--- src/rtl/branch_pkg.sv ---
// Shared encodings for the execute-stage branch resolver: funct3 codes, FSM states, PC step.
package branch_pkg;

  localparam int unsigned FUNC_W  = 3;
  localparam int unsigned PC_INCR = 4;

  localparam logic [FUNC_W-1:0] BR_EQ  = 3'b000;
  localparam logic [FUNC_W-1:0] BR_NE  = 3'b001;
  localparam logic [FUNC_W-1:0] BR_LT  = 3'b100;
  localparam logic [FUNC_W-1:0] BR_GE  = 3'b101;
  localparam logic [FUNC_W-1:0] BR_LTU = 3'b110;
  localparam logic [FUNC_W-1:0] BR_GEU = 3'b111;

  typedef enum logic [1:0] {
    IDLE  = 2'd0,
    EVAL  = 2'd1,
    REDIR = 2'd2
  } state_e;

endpackage

--- src/rtl/branch_cmp.sv ---
// Combinational branch comparator; signed or unsigned per funct3, undefined codes give not-taken.
module branch_cmp
  import branch_pkg::*;
#(
  parameter int unsigned XLEN = 32
) (
  input  logic [XLEN-1:0]   in0,
  input  logic [XLEN-1:0]   in1,
  input  logic [FUNC_W-1:0] func,
  output logic              out
);

  always_comb begin
    out = 1'b0;
    case (func)
      BR_EQ:   out = (in0 == in1);
      BR_NE:   out = (in0 != in1);
      BR_LT:   out = ($signed(in0) <  $signed(in1));
      BR_GE:   out = ($signed(in0) >= $signed(in1));
      BR_LTU:  out = (in0 <  in1);
      BR_GEU:  out = (in0 >= in1);
      default: out = 1'b0;
    endcase
  end

endmodule

--- src/rtl/branch_resolve_ctrl.sv ---
// Execute-stage branch resolver: evaluates one branch per handshake, flags mispredicts, holds redirect.
// Optional BRANCH_MISALIGN_EN adds resp_misalign and reports misaligned taken targets instead of redirecting.
module branch_resolve_ctrl
  import branch_pkg::*;
#(
  parameter int unsigned XLEN  = 32,
  parameter int unsigned PC_W  = 32,
  parameter int unsigned IMM_W = 13
) (
  input  logic              clk,
  input  logic              rst_n,
  input  logic              req_valid,
  output logic              req_ready,
  input  logic [2:0]        req_func,
  input  logic [XLEN-1:0]   req_rs1,
  input  logic [XLEN-1:0]   req_rs2,
  input  logic [PC_W-1:0]   req_pc,
  input  logic [IMM_W-1:0]  req_imm,
  input  logic              req_pred_taken,
  input  logic              kill,
  output logic              resp_valid,
  output logic              resp_taken,
  output logic              resp_mispredict,
  output logic              flush,
  output logic              redir_valid,
  input  logic              redir_ready,
  output logic [PC_W-1:0]   redir_pc
`ifdef BRANCH_MISALIGN_EN
  ,
  output logic              resp_misalign
`endif
);

  localparam int unsigned SEXT_W = PC_W - IMM_W;

  state_e state_q, state_d;

  logic [FUNC_W-1:0] func_q;
  logic [XLEN-1:0]   rs1_q;
  logic [XLEN-1:0]   rs2_q;
  logic [PC_W-1:0]   pc_q;
  logic [IMM_W-1:0]  imm_q;
  logic              pred_q;

  logic              accept;
  logic              cond;
  logic              misalign;
  logic [PC_W-1:0]   target_raw;
  logic [PC_W-1:0]   target;
  logic [PC_W-1:0]   fallthru;

  logic              resp_valid_d;
  logic              resp_taken_d;
  logic              resp_mispredict_d;
  logic              flush_d;
  logic              redir_valid_d;
  logic [PC_W-1:0]   redir_pc_d;
`ifdef BRANCH_MISALIGN_EN
  logic              resp_misalign_d;
`endif

  assign req_ready = (state_q == IDLE) & ~kill;
  assign accept    = req_valid & req_ready;

  branch_cmp #(.XLEN(XLEN)) u_cmp (
    .in0  (rs1_q),
    .in1  (rs2_q),
    .func (func_q),
    .out  (cond)
  );

  // Target and fall-through wrap modulo 2^PC_W.
  assign target_raw = pc_q + {{SEXT_W{imm_q[IMM_W-1]}}, imm_q};
  assign fallthru   = pc_q + PC_W'(PC_INCR);

`ifdef BRANCH_MISALIGN_EN
  assign target   = target_raw;
  assign misalign = cond & (target_raw[1:0] != 2'b00);
`else
  assign target   = target_raw & ~PC_W'(1);
  assign misalign = 1'b0;
`endif

  // Next state and next output-register values.
  always_comb begin
    state_d           = state_q;
    resp_valid_d      = 1'b0;
    resp_taken_d      = 1'b0;
    resp_mispredict_d = 1'b0;
    flush_d           = 1'b0;
    redir_valid_d     = redir_valid;
    redir_pc_d        = redir_pc;
`ifdef BRANCH_MISALIGN_EN
    resp_misalign_d   = 1'b0;
`endif
    case (state_q)
      IDLE: begin
        if (accept) begin
          state_d = EVAL;
        end
      end
      EVAL: begin
        state_d = IDLE;
        if (!kill) begin
          resp_valid_d      = 1'b1;
          resp_taken_d      = cond;
          resp_mispredict_d = cond ^ pred_q;
          if (misalign) begin
`ifdef BRANCH_MISALIGN_EN
            resp_misalign_d = 1'b1;
`endif
          end else if (cond ^ pred_q) begin
            flush_d       = 1'b1;
            redir_valid_d = 1'b1;
            redir_pc_d    = cond ? target : fallthru;
            state_d       = REDIR;
          end
        end
      end
      REDIR: begin
        // kill takes priority; either way the redirect is retired.
        if (kill || redir_ready) begin
          redir_valid_d = 1'b0;
          state_d       = IDLE;
        end
      end
      default: begin
        redir_valid_d = 1'b0;
        state_d       = IDLE;
      end
    endcase
  end

  always_ff @(posedge clk) begin
    if (!rst_n) begin
      state_q <= IDLE;
    end else begin
      state_q <= state_d;
    end
  end

  // Operand capture on handshake.
  always_ff @(posedge clk) begin
    if (!rst_n) begin
      func_q <= '0;
      rs1_q  <= '0;
      rs2_q  <= '0;
      pc_q   <= '0;
      imm_q  <= '0;
      pred_q <= 1'b0;
    end else if (accept) begin
      func_q <= req_func;
      rs1_q  <= req_rs1;
      rs2_q  <= req_rs2;
      pc_q   <= req_pc;
      imm_q  <= req_imm;
      pred_q <= req_pred_taken;
    end
  end

  always_ff @(posedge clk) begin
    if (!rst_n) begin
      resp_valid      <= 1'b0;
      resp_taken      <= 1'b0;
      resp_mispredict <= 1'b0;
      flush           <= 1'b0;
      redir_valid     <= 1'b0;
      redir_pc        <= '0;
`ifdef BRANCH_MISALIGN_EN
      resp_misalign   <= 1'b0;
`endif
    end else begin
      resp_valid      <= resp_valid_d;
      resp_taken      <= resp_taken_d;
      resp_mispredict <= resp_mispredict_d;
      flush           <= flush_d;
      redir_valid     <= redir_valid_d;
      redir_pc        <= redir_pc_d;
`ifdef BRANCH_MISALIGN_EN
      resp_misalign   <= resp_misalign_d;
`endif
    end
  end

endmodule
--- config.mk ---
export PLATFORM = sky130hd
export DESIGN_NAME = branch_resolve_ctrl
export DESIGN_NICKNAME = d
export VERILOG_FILES = /design/src/rtl/branch_pkg.sv /design/src/rtl/branch_cmp.sv /design/src/rtl/branch_resolve_ctrl.sv
export SDC_FILE = /design/constraint.sdc
export NUM_CORES = 1
export LEC_CHECK = 0
export BUFFER_PORTS_ARGS = -buffer_cell sky130_fd_sc_hd__buf_2
export CAP_MARGIN = 15
export CORE_MARGIN = 4
export CORE_UTILIZATION = 57
export CTS_CLUSTER_SIZE = 28
export DETAILED_ROUTE_END_ITERATION = 16
export PLACE_DENSITY = 0.83
export SKIP_LAST_GASP = 1
export SLEW_MARGIN = 0
export SYNTH_ARGS = -nofsm -noshare
export SYNTH_HDL_FRONTEND = slang
export SYNTH_HIERARCHICAL = 1
export SYNTH_SLANG_ARGS = --single-unit
--- constraint.sdc ---
create_clock -name clk -period 3.4 [get_ports clk]
set_input_delay 0.51 -clock clk [delete_from_list [all_inputs] [get_ports clk]]
set_output_delay 0.51 -clock clk [all_outputs]
set_load 0.02 [all_outputs]
==> summary.md, run 1 <==
| Metric | Value |
|---|---|
| Worst-Margin Slew | `1.13 ns` |
| Pint | `between 0.003 and 0.004 W` |
| Largest net degree at the start of global routing | `~110` |
| Hpwl dp | `16000 um` |
| Routed WL | `around 22000 um` |
| CTS tree | `done` |
| Final Core Density | `0.692` |
| Synth unique cells | `64` |
| Area growth, synth to finish | `18.3%` |
| FP Rows | `45` |
| CTS sink cnt | `roughly 150` |
| 1st-iter DRT viols | `630` |
| Residual DRC count | `0` |
| Commonest non-fill, non-tap cell in the layout | `nand2_1` |
| Port bufs | `155` |
| Worst path slowest cell | `o311a_1` |
| Clock-pin slew on the worst setup and hold paths | `0.07 ns` |
| Dpl ws | `0.0869 ns` |
| # IOs | `approximately 160` |
| Clk buf depth | `2` |
| Peak Freq | `308 MHz` |
| Clock Latency Late Sink | `0.44 ns` |
| Clock skew | `roughly 0.015 ns` |
| Post-synthesis sequential area ratio | `0.337` |
| Seq pwr share | `0.422` |
| First-pass GRT wire length | `around 37000 um` |
| TritonCTS Buffers | `17` |
| Antenna-violating nets left | `0` |
| Critical path, cell by cell | `inv_1, ha_1, nor2b_1, o211ai_1, a21oi_1, o311a_1, o311a_1, nor3_4, xor2_1, nand2_1, buf_12, or3_1, o211ai_1, a31oi_1` |
| Logic gate share of total power | `0.137` |
| Crit-path max FO | `27` |
| Die Wd | `133 um` |
| Starting Density | `0.586` |
| Routed len/inst | `14.8 um` |
| Post-synthesis register bit count | `151` |
| Post-synth net total | `1326` |
| Yosys warns | `6` |
| CTS root buf | `clkbuf_16` |
| Share of cells above drive strength 1 | `0.180` |
| CP required | `3.70 ns` |
| Die Height | `133 um` |
| Die area | `17800 um2` |
| LEAKAGE | `4.43 nW` |
| Overflow after GRT | `0` |
| Post-synth top flop | `dfxtp_1` |
| Cells after synthesis | `1144` |
| Final Setup Violations | `0` |
| Max incr delay on CP | `0.39 ns` |
| Clock power share | `0.441` |
| Via density | `5.55` |
| Fill cell count | `~1.3k` |
| Min Tclk post-route | `3.25 ns` |
| Max-cap violations | `0` |
| Clock H-tree levels | `4` |
| Gp weighted congestion | `0.937` |
| Fin worst setup slack | `0.154 ns` |
| CP Launch Type | `flop` |
| Crit Path Class | `reg -> reg` |
| Post-synth EDFFs | `0` |
| Vias in the first global route | `7714` |
| Via count | `approximately 8.3k` |
| Area of the core | `about 15000 um2` |
| P per Cell Area | `423 nW/um2` |
| # nets final | `1451` |
| Sw Ratio | `0.266` |
| Worst-case vdd ir drop | `0.357 mV` |
| Hold buffers post-CTS | `0` |
| DRT Pass-1 Iters | `5` |
| Syn Area/Cell | `7.84 um2` |
| Final setup TNS | `0 ns` |
| Fin crit share | `0.955` |
| FFs w/ async S/R, synth | `0` |
| Max Slew Vio Count | `0` |
| Gr usage total | `0.248` |
| Synthesized area | `8970 um2` |
| Worst Hold Class | `in -> reg` |
| Arr. time, crit path | `3.55 ns` |
| Most frequent cells in the layout | `nand2_1, buf_2, dfxtp_1, a21boi_0` |
| Outcome | `finished clean` |
| Slew HR | `0.245` |
| Initial antenna violation count | `2` |
| Critical path endpoint category | `flop` |
| Final hold vios | `0` |
| Net Switching | `0.00119 W` |
-- synthesized netlist by cell type, types with 3 or more instances --
| master | count | area share |
|---|---|---|
| nand2_1 | 283 | 0.12 |
| dfxtp_1 | 151 | 0.34 |
| a21boi_0 | 118 | 0.099 |
| a21oi_1 | 63 | 0.035 |
| ha_1 | 63 | 0.088 |
| clkbuf_1 | 62 | 0.026 |
| inv_1 | 45 | 0.019 |
| nor2_1 | 42 | 0.018 |
| o21ai_0 | 41 | 0.023 |
| nand3_1 | 34 | 0.019 |
| xor2_1 | 28 | 0.027 |
| xnor2_1 | 25 | 0.024 |
| nand4_1 | 23 | 0.016 |
| a211oi_1 | 14 | 0.012 |
| nor2b_1 | 12 | 0.0084 |
| a21o_1 | 11 | 0.0092 |
| and3_1 | 9 | 0.0063 |
| o211ai_1 | 9 | 0.0075 |
| a31oi_1 | 8 | 0.0056 |
| nor3_1 | 8 | 0.0045 |
| nand2b_1 | 7 | 0.0049 |
| and2_1 | 6 | 0.0042 |
| nor3b_1 | 6 | 0.0050 |
| o21bai_1 | 6 | 0.0050 |
| nor4_1 | 5 | 0.0035 |
| and4_1 | 4 | 0.0039 |
| mux2i_1 | 4 | 0.0045 |
| o211a_1 | 4 | 0.0045 |
| a21oi_2 | 3 | 0.0029 |
| buf_1 | 3 | 0.0013 |
| o21a_1 | 3 | 0.0025 |
| o21ai_1 | 3 | 0.0017 |
| o31ai_1 | 3 | 0.0025 |
-- worst max-delay path: cells and delay by family, from the launching register on --
kind | cells | cell delay [ns]
compound gates | 6 | 1.21
xor+xnor | 1 | 0.23
fa+ha+maj | 1 | 0.29
buf+inv | 2 | 0.24
flops | 1 | 0.33
simple gates | 4 | 0.82
-- what timing repair did --
| item | 4_1_cts | 5_1_grt |
|---|---|---|
| resized for setup | 0 | 6 |
| buffers inserted | 0 | 1 |
| endpoints found under the setup margin | 0 | 6 |
-- metrics by stage --
stage | hold WS [ns] | cells | power [W] | instance area, um2
floorplan | 0.443 | 1144 | 0.00233 | 8970
global placement | 0.445 | 1460 | 0.00251 | 9940
detailed placement | 0.450 | 1460 | 0.00253 | 9940
CTS | 0.309 | 1492 | 0.00450 | 10600
global route | 0.311 | 1495 | 0.00468 | 10600
finish | 0.314 | 1495 | 0.00449 | 10600
-- power by group through the flow --
stage	Combinational, W	Sequential [W]	Clock [W]
2_1_floorplan	0.000412	0.00192	0
3_5_place_dp	0.000598	0.00193	0
5_1_grt	0.000690	0.00190	0.00209
6_report	0.000614	0.00189	0.00198
3_3_place_gp	0.000585	0.00193	0
4_1_cts	0.000605	0.00189	0.00200
-- logic make-up (layout without fill, tap and decap cells) --
family | count (synthesis) | in the layout | share of synthesized area
XOR/XNOR | 53 | 53 | 0.0518
buffers and inverters | 112 | 250 | 0.0477
multiplexers | 4 | 4 | 0.00447
AND/OR/NAND/NOR | 449 | 449 | 0.225
flip-flops | 151 | 151 | 0.337
AO/OA/AOI/OAI | 311 | 311 | 0.244
other | 0 | 2 | 0
adder cells (fa/ha/maj) | 64 | 64 | 0.0901
-- layout make-up --
class | count | area [um2] | area share
antenna | 2 | 5.00 | 0.000472
clock buffer | 19 | 453 | 0.0427
clock inverter | 13 | 166 | 0.0157
inverter | 45 | 169 | 0.0159
multi-input combinational | 881 | 5560 | 0.524
sequential | 151 | 3020 | 0.285
tap | 211 | 264 | 0.0249
timing repair buffer | 173 | 963 | 0.0909
-- layer usage --
metal | wire length (um) | part of all wire | track usage
met1 | 10300 | 0.47 | 0.332
met2 | 10000 | 0.45 | 0.388
met3 | 1320 | 0.060 | 0.0597
met4 | 480 | 0.022 | 0.0943
met5 | 0 | 0 | 0
-- registers in the layout, indices dropped and copies added, names as in the netlist --
name,cells
pc_q,32
redir_pc,32
rs1_q,32
rs2_q,32
imm_q,13
func_q,3
state_q,2
pred_q,1
redir_valid,1
resp_mispredict,1
resp_taken,1
resp_valid,1
-- worst paths after layout --
check          startpoint      endpoint  slack, ns  cells after the start
max              rs2_q[1]  redir_pc[28]       0.15                     14
min           req_rs1[16]     rs1_q[16]       0.31                      3
max reg2reg      rs2_q[1]  redir_pc[28]       0.15                     14
min reg2reg  redir_pc[18]  redir_pc[18]       0.46                      2
Note: power is estimated with default switching activity, not from simulation.
==> run 2: changes to the inputs <==
ABC_AREA = 1   (was unset)
CORE_ASPECT_RATIO = 1.4   (was unset)
CTS_CLUSTER_DIAMETER = 200   (was unset)
==> run 2 against run 1 <==
Against the previous run: power rose by 2.1%; worst hold slack improved by 0.028 ns; cell area grew 1.8%; largest power group unchanged; critical path depth increased by 5.
==> summary.md, run 2 <==
| Metric | Value |
|---|---|
| Antenna-violating nets left | `0 (unchanged)` |
| Final hold vios | `0 (unchanged)` |
| Critical path endpoint category | `flop (unchanged)` |
| Arr. time, crit path | `3.40 ns (was 3.55 ns)` |
| Fin worst setup slack | `0.372 ns (was 0.154 ns)` |
| Area growth, synth to finish | `15.5% (was 18.3%)` |
| Hold buffers post-CTS | `0 (unchanged)` |
| Outcome | `finished clean (unchanged)` |
| Max Slew Vio Count | `0 (unchanged)` |
| Commonest non-fill, non-tap cell in the layout | `nand2_1 (unchanged)` |
| LEAKAGE | `4.85 nW (was 4.43 nW)` |
| Hpwl dp | `20700 um (was 16000 um)` |
| Initial antenna violation count | `2 (unchanged)` |
| RSZ-0062 raised after global routing | `no` |
| Count leader, synth | `nand2_1 (unchanged)` |
| Via density | `5.71 (was 5.55)` |
| Clock Latency Late Sink | `0.43 ns (was 0.44 ns)` |
| Cells after synthesis | `1371 (was 1144)` |
| CP required | `3.77 ns (was 3.70 ns)` |
| Synth unique cells | `45 (was 64)` |
| Routed len/inst | `16.3 um (was 14.8 um)` |
| FFs w/ async S/R, synth | `0 (unchanged)` |
| Worst-case vdd ir drop | `0.353 mV (was 0.357 mV)` |
| Starting Density | `0.580 (was 0.586)` |
| Crit-path leading delay family | `simple AND/OR/NAND/NOR gates (was compound AO/OA/AOI/OAI gates)` |
| Clock-pin slew on the worst setup and hold paths | `0.07 ns (about the same)` |
| Critical path, cell by cell | `inv_1, ha_1, nand2_1, nor2_1, nand2_1, inv_1, nand2_1, nand2_1, nand2_1, nand3_1, nand2_1, nor2_1, nand3_1, inv_1, buf_4, o21ai_0, a21oi_1, a21oi_1, a21oi_1 (was inv_1, ha_1, nor2b_1, o211ai_1, a21oi_1, o311a_1, o311a_1, nor3_4, xor2_1, nand2_1, buf_12, or3_1, o211ai_1, a31oi_1)` |
| Max-cap violations | `0 (unchanged)` |
| Routed WL | `27700 um (was 22200 um)` |
| Crit-path max FO | `34 (was 27)` |
| Gates resized, CTS repair | `0 (unchanged)` |
| Final Core Density | `0.670 (was 0.692)` |
| Clk buf depth | `2 (unchanged)` |
| Crit Path Class | `reg -> reg (unchanged)` |
| Die area | `18500 um2 (was 17800 um2)` |
| Top cells by area, synth | `dfxtp_1, nand2_1, a21oi_1, ha_1, nand3_1 (was dfxtp_1, nand2_1, a21boi_0, ha_1, a21oi_1)` |
| Worst Hold Class | `in -> reg (unchanged)` |
| Met2 usage | `0.511 (was 0.388)` |
| Post-synth net total | `1553 (was 1326)` |
| Synth top cells by count | `nand2_1, a21oi_1, dfxtp_1 (was nand2_1, dfxtp_1, a21boi_0)` |
| ANT cells | `0 (was 2)` |
| Synthesized area | `9340 um2 (was 8970 um2)` |
| Yosys warns | `6 (unchanged)` |
| Synth area leader | `dfxtp_1 (unchanged)` |
| Fin crit share | `0.890 (was 0.955)` |
| DRT Pass-1 Iters | `5 (unchanged)` |
| FP Rows | `55 (was 45)` |
| Gr usage total | `0.297 (was 0.248)` |
| Share of cells above drive strength 1 | `0.171 (was 0.180)` |
| Final Setup Violations | `0 (unchanged)` |
| Clock skew | `0.00930 ns (was 0.0151 ns)` |
| Cell repeated most along the worst path | `nand2_1` |
| Peak Freq | `330 MHz (was 308 MHz)` |
| Most used routing layer | `met2 (unchanged)` |
| Slew HR | `0.370 (was 0.245)` |
| Most frequent cells in the layout | `nand2_1, a21oi_1, buf_2, dfxtp_1, nand3_1 (was nand2_1, buf_2, dfxtp_1, a21boi_0)` |
| P per Cell Area | `425 nW/um2 (was 423 nW/um2)` |
| CTS sink cnt | `151 (unchanged)` |
| Post-CTS setup buffer count | `0 (unchanged)` |
| TritonCTS Buffers | `17 (unchanged)` |
| Syn Area/Cell | `6.82 um2 (was 7.84 um2)` |
| Die Height | `159 um (was 133 um)` |
| M3 GR Usage | `0.0608 (was 0.0597)` |
| Via count | `9739 (was 8301)` |
| Dpl ws | `0.467 ns (was 0.0869 ns)` |
| CTS root buf | `clkbuf_16 (unchanged)` |
| Die Wd | `116 um (was 133 um)` |
| Max incr delay on CP | `0.43 ns (was 0.39 ns)` |
| Port bufs | `155 (unchanged)` |
| CTS tree | `done (unchanged)` |
| Min Tclk post-route | `3.03 ns (was 3.25 ns)` |
| Post-synthesis sequential area ratio | `0.324 (was 0.337)` |
| Largest net degree at the start of global routing | `97 (was 114)` |
| Worst path slowest cell | `buf_4 (was o311a_1)` |
| Overflow after GRT | `0 (unchanged)` |
| Synth top area share | `0.324 (was 0.337)` |
| Clock H-tree levels | `4 (unchanged)` |
| Critical path buffers and inverters | `4 (was 2)` |
| Final Power | `0.00458 W (was 0.00449 W)` |
| Area of the core | `16100 um2 (was 15300 um2)` |
| Met1 usage | `0.346 (was 0.332)` |
| Residual DRC count | `0 (unchanged)` |
| Post-synth top flop | `dfxtp_1 (unchanged)` |
| Post-synthesis register bit count | `151 (unchanged)` |
| 1st-iter DRT viols | `637 (was 630)` |
| Post-synth EDFFs | `0 (unchanged)` |
| # nets final | `1675 (was 1451)` |
| Vias in the first global route | `9133 (was 7714)` |
| Final setup TNS | `0 ns (unchanged)` |
| Worst-Margin Slew | `0.946 ns (was 1.13 ns)` |
| First-pass GRT wire length | `43900 um (was 36500 um)` |
| # IOs | `156 (unchanged)` |
| Gp weighted congestion | `0.983 (was 0.937)` |
| CP Launch Type | `flop (unchanged)` |
==> run 2: changes by cell type in the layout (fill, tap and decap cells not counted), sizes merged, moves of 21 or more <==
cell | before | now
nand3 | 34 | 147
nand2 | 283 | 318
nor2 | 42 | 77
o21ai | 44 | 78
inv | 49 | 151
a21boi | 119 | 0
xnor2 | 25 | 4
a21oi | 66 | 224
==> run 2: final timing paths <==
path,cells after the start,slack (ns),endpoint,from
setup / recovery,19,0.37,redir_pc[10],rs2_q[15]
hold / removal,3,0.34,rs2_q[8],req_rs2[8]
setup reg to reg,19,0.37,redir_pc[10],rs2_q[15]
hold reg to reg,2,0.46,rs2_q[19],rs2_q[19]
==> run 2: power breakdown <==
| group | leakage, nW | total (W) | internal [W] | switching, W |
|---|---|---|---|---|
| combinational | 3.33 | 0.000726 | 0.000263 | 0.000463 |
| sequential | 1.23 | 0.00192 | 0.00185 | 0.0000720 |
| clock | 0.285 | 0.00194 | 0.00112 | 0.000817 |
| total | 4.85 | 0.00458 | 0.00323 | 0.00135 |
==> run 2: through the flow <==
step	instances	cell area (um2)	hold WS (ns)
2_1_floorplan	1371	9340	0.440
3_3_place_gp	1673	10200	0.449
3_5_place_dp	1673	10200	0.455
4_1_cts	1705	10800	0.339
5_1_grt	1705	10800	0.337
6_report	1705	10800	0.342
==> run 2: logic make-up after synthesis <==
kind of cell               count (synthesis)  share of synthesized area
buffers and inverters                    208                     0.0893
xor gates and xnor gates                  28                     0.0262
and+or+nand+nor                          592                      0.283
DFF                                      151                      0.324
AOI/OAI and AO/OA                        328                      0.191
adders and majority gates                 64                     0.0865
==> run 2: tightest hold or removal path, stage by stage <==
cell,delay [ns]
buf_2,0.10
nand3_1,0.07
a21oi_1,0.06
==> run 2: layout make-up <==
type                            instances  area, um2
Clock inverter                         13        158
Sequential cell                       151       3020
Timing Repair Buffer                  166        883
Clock buffer                           19        443
Tap cell                              199        249
Fill cell                            1460       5310
Multi-Input combinational cell       1012       5490
Inverter                              145        544
==> run 2: layer usage <==
layer	vias to the layer above	part of all wire	wire length [um]
li1	4824	-	-
met1	4455	0.38	10600
met2	364	0.51	14100
met3	92	0.065	1800
met4	4	0.044	1230
met5	-	0.00076	21
==> run 3: changes to the inputs <==
ABC_AREA = unset   (was 1)
CTS_BUF_LIST = sky130_fd_sc_hd__clkbuf_16   (was unset)
==> run 3 against run 2 <==
Against the previous run: final cell count down 13%; global-route usage is 3.9 points lower; cell area shrank 2.4%; critical endpoint is now redir_pc[23]; largest cell class unchanged; highest routed layer is now met4.
==> summary.md, run 3 (synthesized netlist as in run 1, its figures left out) <==
| Metric | Value |
|---|---|
| # nets final | `1451 (was 1675)` |
| Critical path, cell by cell | `inv_1, ha_1, nand4_1, buf_4, nor4_4, buf_4, o31a_1, nor4_1, nor3_4, xor2_2, and2_4, buf_6, nand2_1, nor4_2, o31a_1 (was inv_1, ha_1, nand2_1, nor2_1, nand2_1, inv_1, nand2_1, nand2_1, nand2_1, nand3_1, nand2_1, nor2_1, nand3_1, inv_1, buf_4, o21ai_0, a21oi_1, a21oi_1, a21oi_1)` |
| Seq pwr share | `0.441 (was 0.418)` |
| DRT Pass-1 Iters | `5 (unchanged)` |
| Slew HR | `0.223 (was 0.370)` |
| Routed len/inst | `15.9 um (was 16.3 um)` |
| Routed WL | `23400 um (was 27700 um)` |
| Gp weighted congestion | `0.899 (was 0.983)` |
| Max incr delay on CP | `0.42 ns (was 0.43 ns)` |
| Via count | `8471 (was 9739)` |
| CP required | `3.77 ns (about the same)` |
| Peak Freq | `306 MHz (was 330 MHz)` |
| Final setup TNS | `0 ns (unchanged)` |
| Area growth, synth to finish | `17.5% (was 15.5%)` |
| Top Metal Used | `met4 (was met5)` |
| Clock skew | `0.00876 ns (was 0.00930 ns)` |
| Port bufs | `155 (unchanged)` |
| Crit Path Class | `reg -> reg (unchanged)` |
| Gr usage total | `0.257 (was 0.297)` |
| Vias in the first global route | `7890 (was 9133)` |
| M1 wire length | `9710 um (was 10600 um)` |
| Final Instance Area | `10500 um2 (was 10800 um2)` |
| Share of cells above drive strength 1 | `0.179 (was 0.171)` |
| Area of the core | `15500 um2 (was 16100 um2)` |
| Final hold vios | `0 (unchanged)` |
| Hpwl dp | `16800 um (was 20700 um)` |
| Reg2Reg Setup Slack | `0.14 ns (was 0.37 ns)` |
| Crit-path max FO | `11 (was 34)` |
| 1st-iter DRT viols | `595 (was 637)` |
| Final Setup Violations | `0 (unchanged)` |
| Max-cap violations | `0 (unchanged)` |
| Most frequent cells in the layout | `nand2_1, buf_2, dfxtp_1, a21boi_0, a21oi_1 (was nand2_1, a21oi_1, buf_2, dfxtp_1, nand3_1)` |
| Overflow after GRT | `0 (unchanged)` |
| Largest net degree at the start of global routing | `114 (was 97)` |
| Fin crit share | `0.960 (was 0.890)` |
| Worst Hold Class | `in -> reg (unchanged)` |
| Via density | `5.73 (was 5.71)` |
| Residual DRC count | `0 (unchanged)` |
| First-pass GRT wire length | `37200 um (was 43900 um)` |
| # IOs | `156 (unchanged)` |
| TritonCTS Buffers | `17 (unchanged)` |
| Logic gate share of total power | `0.147 (was 0.158)` |
| Worst-Margin Slew | `1.17 ns (was 0.946 ns)` |
| Min Tclk post-route | `3.26 ns (was 3.03 ns)` |
| Clk buf depth | `2 (unchanged)` |
| CP Launch Type | `flop (unchanged)` |
| Hold buffers post-CTS | `0 (unchanged)` |
| P per Cell Area | `408 nW/um2 (was 425 nW/um2)` |
| Critical path endpoint category | `flop (unchanged)` |
| Antenna-violating nets left | `0 (unchanged)` |
| Die Height | `156 um (was 159 um)` |
| LEAKAGE | `4.39 nW (was 4.85 nW)` |
| Outcome | `finished clean (unchanged)` |
| Commonest non-fill, non-tap cell in the layout | `nand2_1 (unchanged)` |
| FP Rows | `54 (was 55)` |
| CTS sink cnt | `151 (unchanged)` |
| Clock Latency Late Sink | `0.43 ns (about the same)` |
| Die Wd | `114 um (was 116 um)` |
| Clock power share | `0.412 (was 0.423)` |
| CTS root buf | `clkbuf_16 (unchanged)` |
| Post-route non-filler standard cell count | `1478 (was 1705)` |
| ANT cells | `0 (unchanged)` |
| Max Slew Vio Count | `0 (unchanged)` |
| Net Switching | `0.00119 W (was 0.00135 W)` |
| Die area | `17800 um2 (was 18500 um2)` |
| Arr. time, crit path | `3.63 ns (was 3.40 ns)` |
| Clock-pin slew on the worst setup and hold paths | `0.06 ns (was 0.07 ns)` |
| Worst path slowest cell | `nor4_4 (was buf_4)` |
| Met2 wire len | `11700 um (was 14100 um)` |
| Area post-placement | `9890 um2 (was 10200 um2)` |
| CTS tree | `done (unchanged)` |
| Pint | `0.00310 W (was 0.00323 W)` |
| Placed insts | `1443 (was 1673)` |
| Initial antenna violation count | `0 (was 2)` |
| Starting Density | `0.577 (was 0.580)` |
| Clock H-tree levels | `4 (unchanged)` |
| Worst-case vdd ir drop | `0.290 mV (was 0.353 mV)` |
| Final Core Density | `0.678 (was 0.670)` |
| Sw Ratio | `0.278 (was 0.295)` |
| Met3 Routed Length | `1200 um (was 1800 um)` |
[run 3: cell count changes in the layout (fill, tap and decap cells not counted), moves of 12 or more]
cell,change
nor2_1,-27
nand2_1,-26
nand4_1,+14
nor2b_1,+12
o21ai_1,-31
a21boi_0,+118
a21oi_2,-19
a211oi_1,+14
a21oi_1,-139
inv_1,-92
nand3_1,-112
xnor2_1,+21
[run 3: metal layers]
metal,track usage,up-vias
met1,0.308,3913
met5,0,-
met3,0.0464,58
met4,0.117,0
li1,-,4218
met2,0.446,282
[run 3: worst paths after layout]
| kind | startpoint | depth (start not counted) | to |
|---|---|---|---|
| worst max-delay path | rs2_q[27] | 15 | redir_pc[23] |
| worst min-delay path | req_rs1[10] | 3 | rs1_q[10] |
| worst max register to register | rs2_q[27] | 15 | redir_pc[23] |
| worst min register to register | redir_pc[19] | 2 | redir_pc[19] |
[run 3: repair_timing]
action	CTS	global route
buffers inserted	0	3
setup endpoints to repair	0	26
gates resized for setup	0	15
[run 3: layout make-up]
class	count	area, um2
Multi-Input combinational cell	881	5600
Inverter	45	169
Timing Repair Buffer	173	950
Tap cell	196	245
Sequential cell	151	3020
Clock inverter	15	128
Clock buffer	17	425
Fill cell	1297	5000
[run 3: per-stage QoR]
stage / hold WS [ns] / worst slack, ns / power [W]
2_1_floorplan: 0.443 / 0.327 / 0.00233
3_3_place_gp: 0.446 / 0.213 / 0.00251
3_5_place_dp: 0.452 / 0.110 / 0.00253
4_1_cts: 0.312 / 0.0747 / 0.00430
5_1_grt: 0.315 / -0.0663 / 0.00449
6_report: 0.324 / 0.136 / 0.00430
[run 3: power groups by stage]
stage / Combinational, W / Clock [W] / Sequential [W]
2_1_floorplan: 0.000412 / 0 / 0.00192
3_3_place_gp: 0.000582 / 0 / 0.00193
3_5_place_dp: 0.000593 / 0 / 0.00193
4_1_cts: 0.000599 / 0.00180 / 0.00190
5_1_grt: 0.000701 / 0.00188 / 0.00191
6_report: 0.000631 / 0.00177 / 0.00190
[run 3: critical path: cells and delay by family (launching register included)]
kind                       cells  cell delay, ns
DFF                            1            0.33
adders and majority gates      1            0.31
buffers and inverters          4            0.56
xor gates and xnor gates       1            0.19
AOI/OAI and AO/OA              2            0.33
and+or+nand+nor                7            1.50
